File: config.mk
export PLATFORM = sky130hd
export DESIGN_NAME = sram_port_arbiter
export DESIGN_NICKNAME = d
export VERILOG_FILES = /design/src/rtl/sram_port_arbiter.sv
export SDC_FILE = /design/constraint.sdc
export NUM_CORES = 1
export LEC_CHECK = 0
export ABC_CLOCK_PERIOD_IN_PS = 6180
export CAP_MARGIN = 20
export CORE_AREA = 3 3 86 88
export DETAILED_ROUTE_END_ITERATION = 10
export DIE_AREA = 0 0 89 91
export GPL_TIMING_DRIVEN = 0
export PLACE_DENSITY = 0.87
export SYNTH_ARGS = -nofsm -noshare
export SYNTH_HDL_FRONTEND = slang
export SYNTH_SLANG_ARGS = --single-unit
File: constraint.sdc
create_clock -name clk -period 6.18 [get_ports clk]
set_input_delay 1.236 -clock clk [delete_from_list [all_inputs] [get_ports clk]]
set_output_delay 1.236 -clock clk [all_outputs]
set_load 0.02 [all_outputs]
File: src/rtl/sram_port_arbiter.sv
// sram_port_arbiter: shares two SRAM read ports and one write port among four
// read requesters and a single writer. Reads are granted round-robin, up to two
// per cycle; a write beats a read to the same address, with a small starvation
// counter that lets blocked reads through after three consecutive collisions.
// All decoder-side outputs are registered (1-cycle handshake-to-enable latency).
module sram_port_arbiter (
    input  logic        clk,
    input  logic        rst,
    input  logic [3:0]  rd_valid,
    input  logic [27:0] rd_addr,
    output logic [3:0]  rd_ready,
    input  logic        wr_valid,
    input  logic [6:0]  wr_addr,
    output logic        wr_ready,
    output logic [6:0]  address_1,
    output logic [6:0]  address_2,
    output logic [1:0]  read_enable,
    output logic [6:0]  address_w,
    output logic        write_enable,
    output logic [1:0]  port_id_1,
    output logic [1:0]  port_id_2
);

    // Arbitration state
    logic [1:0] rr_ptr_q, rr_ptr_d;
    logic [1:0] block_cnt_q, block_cnt_d;

    // Registered decoder-side outputs
    logic [6:0] address_1_q, address_1_d;
    logic [6:0] address_2_q, address_2_d;
    logic [1:0] read_enable_q, read_enable_d;
    logic [6:0] address_w_q, address_w_d;
    logic       write_enable_q, write_enable_d;
    logic [1:0] port_id_1_q, port_id_1_d;
    logic [1:0] port_id_2_q, port_id_2_d;

    // Combinational arbitration results
    logic [6:0] req_addr [4];
    logic [3:0] collide;
    logic [3:0] eligible;
    logic       starve;
    logic [1:0] scan_idx;
    logic [1:0] n_grant;
    logic [1:0] grant_1;
    logic [1:0] grant_2;

    // Unpack the requester addresses, then decide the write grant and which
    // reads are eligible (a write to the same address wins unless starving).
    always_comb begin
        starve   = (block_cnt_q == 2'd3);
        wr_ready = wr_valid && !starve && !rst;
        collide  = '0;
        eligible = '0;
        for (int i = 0; i < 4; i++) begin
            req_addr[i] = rd_addr[7*i +: 7];
            collide[i]  = rd_valid[i] && wr_ready && (req_addr[i] == wr_addr);
            eligible[i] = rd_valid[i] && !collide[i] && !rst;
        end
    end

    // Round-robin scan from rr_ptr: the first eligible requester takes port 1,
    // the second takes port 2; later ones wait.
    // NOTE: every signal written here gets a default first, so no path through
    // the loop leaves one unassigned and no latch is inferred.
    always_comb begin
        n_grant  = 2'd0;
        grant_1  = 2'd0;
        grant_2  = 2'd0;
        scan_idx = 2'd0;
        rd_ready = 4'b0000;
        for (int k = 0; k < 4; k++) begin
            scan_idx = rr_ptr_q + 2'(k);
            if (eligible[scan_idx]) begin
                if (n_grant == 2'd0) begin
                    grant_1            = scan_idx;
                    rd_ready[scan_idx] = 1'b1;
                    n_grant            = 2'd1;
                end else if (n_grant == 2'd1) begin
                    grant_2            = scan_idx;
                    rd_ready[scan_idx] = 1'b1;
                    n_grant            = 2'd2;
                end
            end
        end
    end

    // Next-state values for the pointer, starvation counter and port outputs.
    always_comb begin
        rr_ptr_d       = rr_ptr_q;
        block_cnt_d    = block_cnt_q;
        address_1_d    = address_1_q;
        address_2_d    = address_2_q;
        port_id_1_d    = port_id_1_q;
        port_id_2_d    = port_id_2_q;
        read_enable_d  = 2'b00;
        write_enable_d = wr_valid && wr_ready;
        address_w_d    = address_w_q;

        if (write_enable_d) begin
            address_w_d = wr_addr;
        end

        if (n_grant != 2'd0) begin
            read_enable_d[0] = 1'b1;
            address_1_d      = req_addr[grant_1];
            port_id_1_d      = grant_1;
            rr_ptr_d         = grant_1 + 2'd1;
        end
        if (n_grant == 2'd2) begin
            read_enable_d[1] = 1'b1;
            address_2_d      = req_addr[grant_2];
            port_id_2_d      = grant_2;
            rr_ptr_d         = grant_2 + 2'd1;
        end

        // Count consecutive write-collision cycles; clear on a quiet cycle or
        // once the starve cycle has let the blocked reads through.
        if (starve || (collide == 4'b0000)) begin
            block_cnt_d = 2'd0;
        end else begin
            block_cnt_d = block_cnt_q + 2'd1;
        end
    end

    // State and output registers with synchronous reset.
    // NOTE: sequential state uses non-blocking assignments so every flop samples
    // the pre-edge values, independent of statement order.
    always_ff @(posedge clk) begin
        if (rst) begin
            rr_ptr_q       <= 2'd0;
            block_cnt_q    <= 2'd0;
            address_1_q    <= 7'd0;
            address_2_q    <= 7'd0;
            read_enable_q  <= 2'b00;
            address_w_q    <= 7'd0;
            write_enable_q <= 1'b0;
            port_id_1_q    <= 2'd0;
            port_id_2_q    <= 2'd0;
        end else begin
            rr_ptr_q       <= rr_ptr_d;
            block_cnt_q    <= block_cnt_d;
            address_1_q    <= address_1_d;
            address_2_q    <= address_2_d;
            read_enable_q  <= read_enable_d;
            address_w_q    <= address_w_d;
            write_enable_q <= write_enable_d;
            port_id_1_q    <= port_id_1_d;
            port_id_2_q    <= port_id_2_d;
        end
    end

    assign address_1    = address_1_q;
    assign address_2    = address_2_q;
    assign read_enable  = read_enable_q;
    assign address_w    = address_w_q;
    assign write_enable = write_enable_q;
    assign port_id_1    = port_id_1_q;
    assign port_id_2    = port_id_2_q;

endmodule

==> reports/results.tsv, run 1 <==
metric	value	unit
run status	finished clean	
r2r worst-path depth	20	
Rows	30	
Mapped Area	3410	µm²
HP Start	block_cnt_q[0]$_SDFF_PP0_	
Max Transition Viols Final	0	
Worst Setup End Kind	primary output	
IO Pins	75	
pin count of the biggest net entering global routing	13	
placer congestion estimate	0.925	
Iter 0 DRT Violations	381	
number of diodes	0	
highest-count cells in the layout ignoring fill and taps	clkdlybuf4s50_1, nand2_1, dfxtp_1	
Die ar.	8100	µm²
number of standard cells in the layout, taps in and fillers out	583	
total grt overflow	0	
Worst-Margin Slew	0.797	ns
clock tree from TritonCTS	built	
Total Power	2.07	mW
power per cell area	478	nW/µm²
Max Cap Viol	0	
synth warn	0	
hold_buf cts	0	
Fin Hold WS	0.436	ns
gr usage total	29.2	%
critical path class	primary input to primary output	
first-pass GRT wire length	18900	µm
CTS max path bufs	2	
R2R Path Start	rr_ptr_q[0]$_SDFFE_PP0P_	
endpoints failing setup	0	
Core ar.	6720	µm²
async set-reset flop share out of synthesis	0	%
DRC viols	0	
FF+latch count, synth	32	
post-route ant nets	0	
Port Buffers	67	
CP Depth	16	
post-DP HPWL	9010	µm
H-tree levels	2	
1st-pass router iterations	5	
commonest non-fill, non-tap cell in the layout	clkdlybuf4s50_1	
crit path cell chain	clkdlybuf4s50_1, xnor2_1, nand4_1, o211a_1, mux4_2, buf_6, inv_1, ha_1, or3_1, a21boi_2, ha_1, nor2_1, nor2_2, nand2_1, nand2_1, dlygate4sd2_1	
syn nets	483	
ys flop type	dfxtp_1	
Final Hold Viols	0	
via count	3848	
initial antenna violation count	0	
WHS Path Cells	1	
hold endpoint	block_cnt_q[0]$_SDFF_PP0_	
slowest cell on the critical path	clkdlybuf4s50_1	
crit-path leading delay family	buffers and inverters	
arrival time of the worst setup path	4.76	ns
RR Endpoint	rr_ptr_q[1]$_SDFFE_PP0P_	
share of cells above drive strength 1	9.74	%
sequential area share after synthesis	18.8	%
Post-synth EDFFs	0	
die extent in y	91	µm
vias in the first global route	3619	
Setup TNS	0	ns
Crit path required time	4.94	ns
Lkg Pwr	1.63	nW
startpoint types	primary input	
Mapped Cells	428	
worst path bufs/invs	4	
Slew headroom	46.6	%
CP peak stage delay	0.53	ns
Tmin final	5.99	ns
initial core utilization	50.8	%
Cell variety after synth	61	
Tcrit/Tclk final	97.0	%
CTS buffer count	5	
Area Overhead vs Synth	27.2	%
fillers	579	
Net count, final	557	
Placed Cells	575	
post-layout util	64.6	%
chip width	89	µm
Max IR drop VDD	298	µV
drt total wl	11900	µm
Worst Skew	0.00396	ns
CTS clk-pin slew, worst paths	0.08	ns
Hold Path Class	register to register	
clk sink count	32	
vias per inst	6.60	
crit path max fanout	9	
Clk Latency, worst-skew pair	0.29	ns
post-DR wirelength/cell	20.4	µm
syn avg cell area	7.97	µm²
root buffer cell	clkbuf_8	
FMAX	167	MHz
reg2reg setup slack	0.51	ns
-- synth_stat cells (3+ instances only) --
| library cell | count | area, µm² |
|---|---|---|
| inv_1 | 12 | 45.0 |
| o221a_2 | 5 | 56.3 |
| buf_2 | 5 | 25.0 |
| clkbuf_1 | 19 | 71.3 |
| dfxtp_1 | 32 | 641 |
| nand4_1 | 9 | 56.3 |
| a21boi_0 | 9 | 67.6 |
| and4_1 | 3 | 26.3 |
| mux2i_1 | 24 | 240 |
| xnor2_2 | 3 | 48.8 |
| nand2_1 | 51 | 191 |
| mux2_2 | 3 | 33.8 |
| xnor2_1 | 23 | 201 |
| buf_6 | 4 | 45.0 |
| and3_1 | 8 | 50.1 |
| o211ai_1 | 21 | 158 |
| a221oi_1 | 6 | 52.6 |
| nand3_1 | 4 | 20.0 |
| o21ai_0 | 25 | 125 |
| a311oi_1 | 3 | 26.3 |
| a222oi_1 | 6 | 60.1 |
| o2bb2ai_1 | 8 | 70.1 |
| a21oi_1 | 18 | 90.1 |
| ha_1 | 13 | 163 |
| o211a_1 | 4 | 40.0 |
| o22ai_1 | 5 | 31.3 |
| nor2b_1 | 10 | 62.6 |
| nor2_1 | 21 | 78.8 |
| or3_1 | 10 | 62.6 |
| a31oi_1 | 3 | 18.8 |
| a2111o_1 | 3 | 33.8 |
| nor3_1 | 5 | 25.0 |
| a211o_1 | 4 | 35.0 |
| a211oi_1 | 14 | 105 |
-- per-layer routing --
metal  global-route usage [%]  up-vias  share of wire (%)
met1                     42.2     1816                 43
met2                     44.3      210                 45
met4                     10.3        0                3.4
met5                        0        -                  0
met3                     3.63       33                8.2
li1                         -     1789                  -
-- flip-flops by register name, indices dropped and copies added (netlist names) --
signal / count
address_1: 7
address_2: 7
address_w: 7
block_cnt_q: 2
port_id_1: 2
port_id_2: 2
read_enable: 2
rr_ptr_q: 2
write_enable: 1
-- layout make-up --
class | instances | area (µm²) | area share, %
Clock buffer | 5 | 68.8 | 1.59
Tap cell | 80 | 100 | 2.31
Multi-Input combinational cell | 354 | 2610 | 60.1
Sequential cell | 32 | 641 | 14.8
Timing Repair Buffer | 68 | 678 | 15.6
Buffer | 29 | 154 | 3.54
Clock inverter | 3 | 46.3 | 1.07
Inverter | 12 | 45.0 | 1.04
-- report_power, final --
group	switching, mW	internal [mW]	total [mW]
combinational	0.931	0.628	1.56
sequential	0.0326	0.267	0.300
clock	0.0931	0.122	0.215
total	1.06	1.02	2.07
-- metrics by stage --
stage | cell area, µm² | worst slack [ns]
6_report | 4340 | 0.187
5_1_grt | 4340 | -0.00646
4_1_cts | 4330 | 0.190
3_5_place_dp | 4180 | -0.608
3_3_place_gp | 4180 | -0.532
2_1_floorplan | 3410 | 0.950
-- logic make-up (layout without fill, tap and decap cells) --
kind of cell	count (synthesis)	after routing	share of synthesized area, %
AOI/OAI and AO/OA	150	150	32.7
and+or+nand+nor	132	132	20.1
buffers and inverters	42	117	5.79
DFF	32	32	18.8
muxes	31	31	9.97
xor gates and xnor gates	28	28	7.84
adders and majority gates	13	13	4.77
-- worst max-delay path by stage --
stage	startpoint	to
floorplan	wr_addr[3]	rd_ready[0]
global placement	rst	rd_ready[1]
detailed placement	rst	rd_ready[1]
CTS	rd_addr[0]	rd_ready[2]
global route	rd_addr[14]	rd_ready[1]
finish	rd_addr[19]	rd_ready[2]
-- repair_timing --
item                       in CTS  in global routing
gates resized for setup        14                  5
setup buffers                   1                  0
pin swaps                       3                  0
setup endpoints to repair      12                  5
(Power assumes the default switching activity.)
==> inputs of run 2 (changes only) <==
--- a/config.mk
+++ b/config.mk
@@ -14,2 +14,3 @@
 export PLACE_DENSITY = 0.87
+export SLEW_MARGIN = 40
 export SYNTH_ARGS = -nofsm -noshare
==> constraint.sdc (replaced) <==
create_clock -name clk -period 6.18 [get_ports clk]
set_input_delay 0.927 -clock clk [delete_from_list [all_inputs] [get_ports clk]]
set_output_delay 0.927 -clock clk [all_outputs]
set_load 0.02 [all_outputs]
==> reports/results.tsv, run 2 (synthesis gave the netlist of run 1 again) <==
metric	value	unit	change
chip width	89	µm	unchanged
Slew headroom	49.2	%	+2.7 points
Final Cell Area	4310	µm²	-0.63%
Tcrit/Tclk final	94.8	%	-2.1 points
die extent in y	91	µm	unchanged
Worst Skew	0.00673	ns	+0.00278 ns
CP peak stage delay	0.60	ns	+0.07 ns
post-DP HPWL	9010	µm	unchanged
first-pass GRT wire length	18800	µm	-0.55%
root buffer cell	clkbuf_8		
power per cell area	480	nW/µm²	+0.45%
Max IR drop VDD	298	µV	+0.19%
CTS max path bufs	2		unchanged
CTS clk-pin slew, worst paths	0.08	ns	about the same
vias per inst	6.53		-1.1%
DRC viols	0		unchanged
Final Hold Viols	0		unchanged
Area after DPL	4180	µm²	unchanged
Clk Latency, worst-skew pair	0.29	ns	about the same
drt total wl	11900	µm	+0.34%
number of diodes	0		unchanged
slowest cell on the critical path	clkdlybuf4s50_1		
pin count of the biggest net entering global routing	13		unchanged
Max Transition Viols Final	0		unchanged
gr usage total	29.1	%	-0.15 points
Max Cap Viol	0		unchanged
startpoint types	primary input		
Worst Setup End Kind	primary output		
clk sink count	32		unchanged
Post-CTS Setup Inserts	0		-1
clock tree from TritonCTS	built		
placer congestion estimate	0.925		unchanged
vias in the first global route	3611		-0.22%
crit-path leading delay family	buffers and inverters		
1st-pass router iterations	8		+3
Fin Hold WS	0.432	ns	-0.00403 ns
Net count, final	556		-0.18%
Area Overhead vs Synth	26.4	%	
endpoints failing setup	0		unchanged
worst path bufs/invs	3		-1
via count	3801		-1.2%
IO Pins	75		unchanged
highest-count cells in the layout ignoring fill and taps	clkdlybuf4s50_1, nand2_1, dfxtp_1		
share of cells above drive strength 1	9.16	%	-0.58 points
Worst-Margin Slew	0.757	ns	-0.0396 ns
arrival time of the worst setup path	4.93	ns	+0.17 ns
RSZ-0062 raised after global routing	false		
commonest non-fill, non-tap cell in the layout	clkdlybuf4s50_1		
Rows	30		unchanged
Die ar.	8100	µm²	unchanged
reg2reg setup slack	0.66	ns	+0.15 ns
Tmin final	5.86	ns	-0.132 ns
crit path cell chain	clkdlybuf4s50_1, xnor2_1, nand4_1, o211a_1, a211o_1, and2_1, ha_1, mux2_2, inv_1, ha_2, nor2_1, nor2_2, nand2_1, nand2_1, clkdlybuf4s50_1		
Crit path required time	5.25	ns	+0.31 ns
post-layout util	64.2	%	-0.41 points
Hold Path Class	register to register		
run status	finished clean		
initial core utilization	50.8	%	unchanged
H-tree levels	2		unchanged
Iter 0 DRT Violations	397		+4.2%
FMAX	171	MHz	+2.3%
Lkg Pwr	1.60	nW	-2.2%
Setup TNS	0	ns	unchanged
CTS buffer count	5		unchanged
crit path max fanout	9		unchanged
initial antenna violation count	0		unchanged
total grt overflow	0		unchanged
post-route ant nets	0		unchanged
Core ar.	6720	µm²	unchanged
Port Buffers	67		unchanged
post-DR wirelength/cell	20.5	µm	+0.51%
critical path class	primary input to primary output		
==> run 2: cell count changes in the layout (fill, tap and decap cells not counted) <==
cell | previous run | this run
dlygate4sd2_1 | 4 | 0
clkbuf_2 | 1 | 3
dlymetal6s2s_1 | 2 | 0
a21boi_1 | 2 | 3
clkbuf_4 | 1 | 0
ha_1 | 11 | 12
buf_4 | 2 | 1
clkbuf_1 | 16 | 15
a21boi_2 | 1 | 0
and2_4 | 1 | 0
ha_4 | 1 | 0
clkdlybuf4s50_1 | 61 | 67
and2_1 | 1 | 2
==> run 2: layout make-up <==
cell class,count,area (µm²)
Buffer,29,153
Clock buffer,5,68.8
Clock inverter,3,46.3
Fill cell,579,2400
Inverter,12,45.0
Multi-Input combinational cell,354,2590
Sequential cell,32,641
Tap cell,80,100
Timing Repair Buffer,67,671
==> run 2: routing by layer <==
layer	part of all wire [%]	GRT usage, %	vias to the layer above	wire [µm]
met3	8.5	3.63	32	1010
met5	0	0	-	0
met1	43	42.0	1774	5150
li1	-	-	1779	-
met4	3.2	10.3	0	379
met2	45	44.1	216	5400
==> run 2: per-stage QoR <==
stage               setup slack (ns)  power (mW)  std cells
floorplan                       1.42        1.35        428
finish                         0.319        2.07        582
CTS                           0.0218        2.03        583
global placement             0.00902        1.77        575
global route                   0.112        2.20        582
detailed placement           -0.0733        1.80        575
==> run 2: timing repair <==
item,4_1_cts,5_1_grt
setup endpoints to repair,4,5
gates resized for setup,1,9
hold buffers,0,0
==> run 2: worst paths after layout <==
path,startpoint,end,cells after the start
max,rd_addr[19],rd_ready[1],15
min,block_cnt_q[0]$_SDFF_PP0_,block_cnt_q[0]$_SDFF_PP0_,1
min reg2reg,block_cnt_q[0]$_SDFF_PP0_,block_cnt_q[0]$_SDFF_PP0_,1
max reg2reg,rr_ptr_q[0]$_SDFFE_PP0P_,rr_ptr_q[1]$_SDFFE_PP0P_,19
==> run 2: power by group <==
group | internal [mW] | switching (mW)
Combinational | 0.625 | 0.927
Clock | 0.122 | 0.0958
Sequential | 0.267 | 0.0334
Total | 1.01 | 1.06
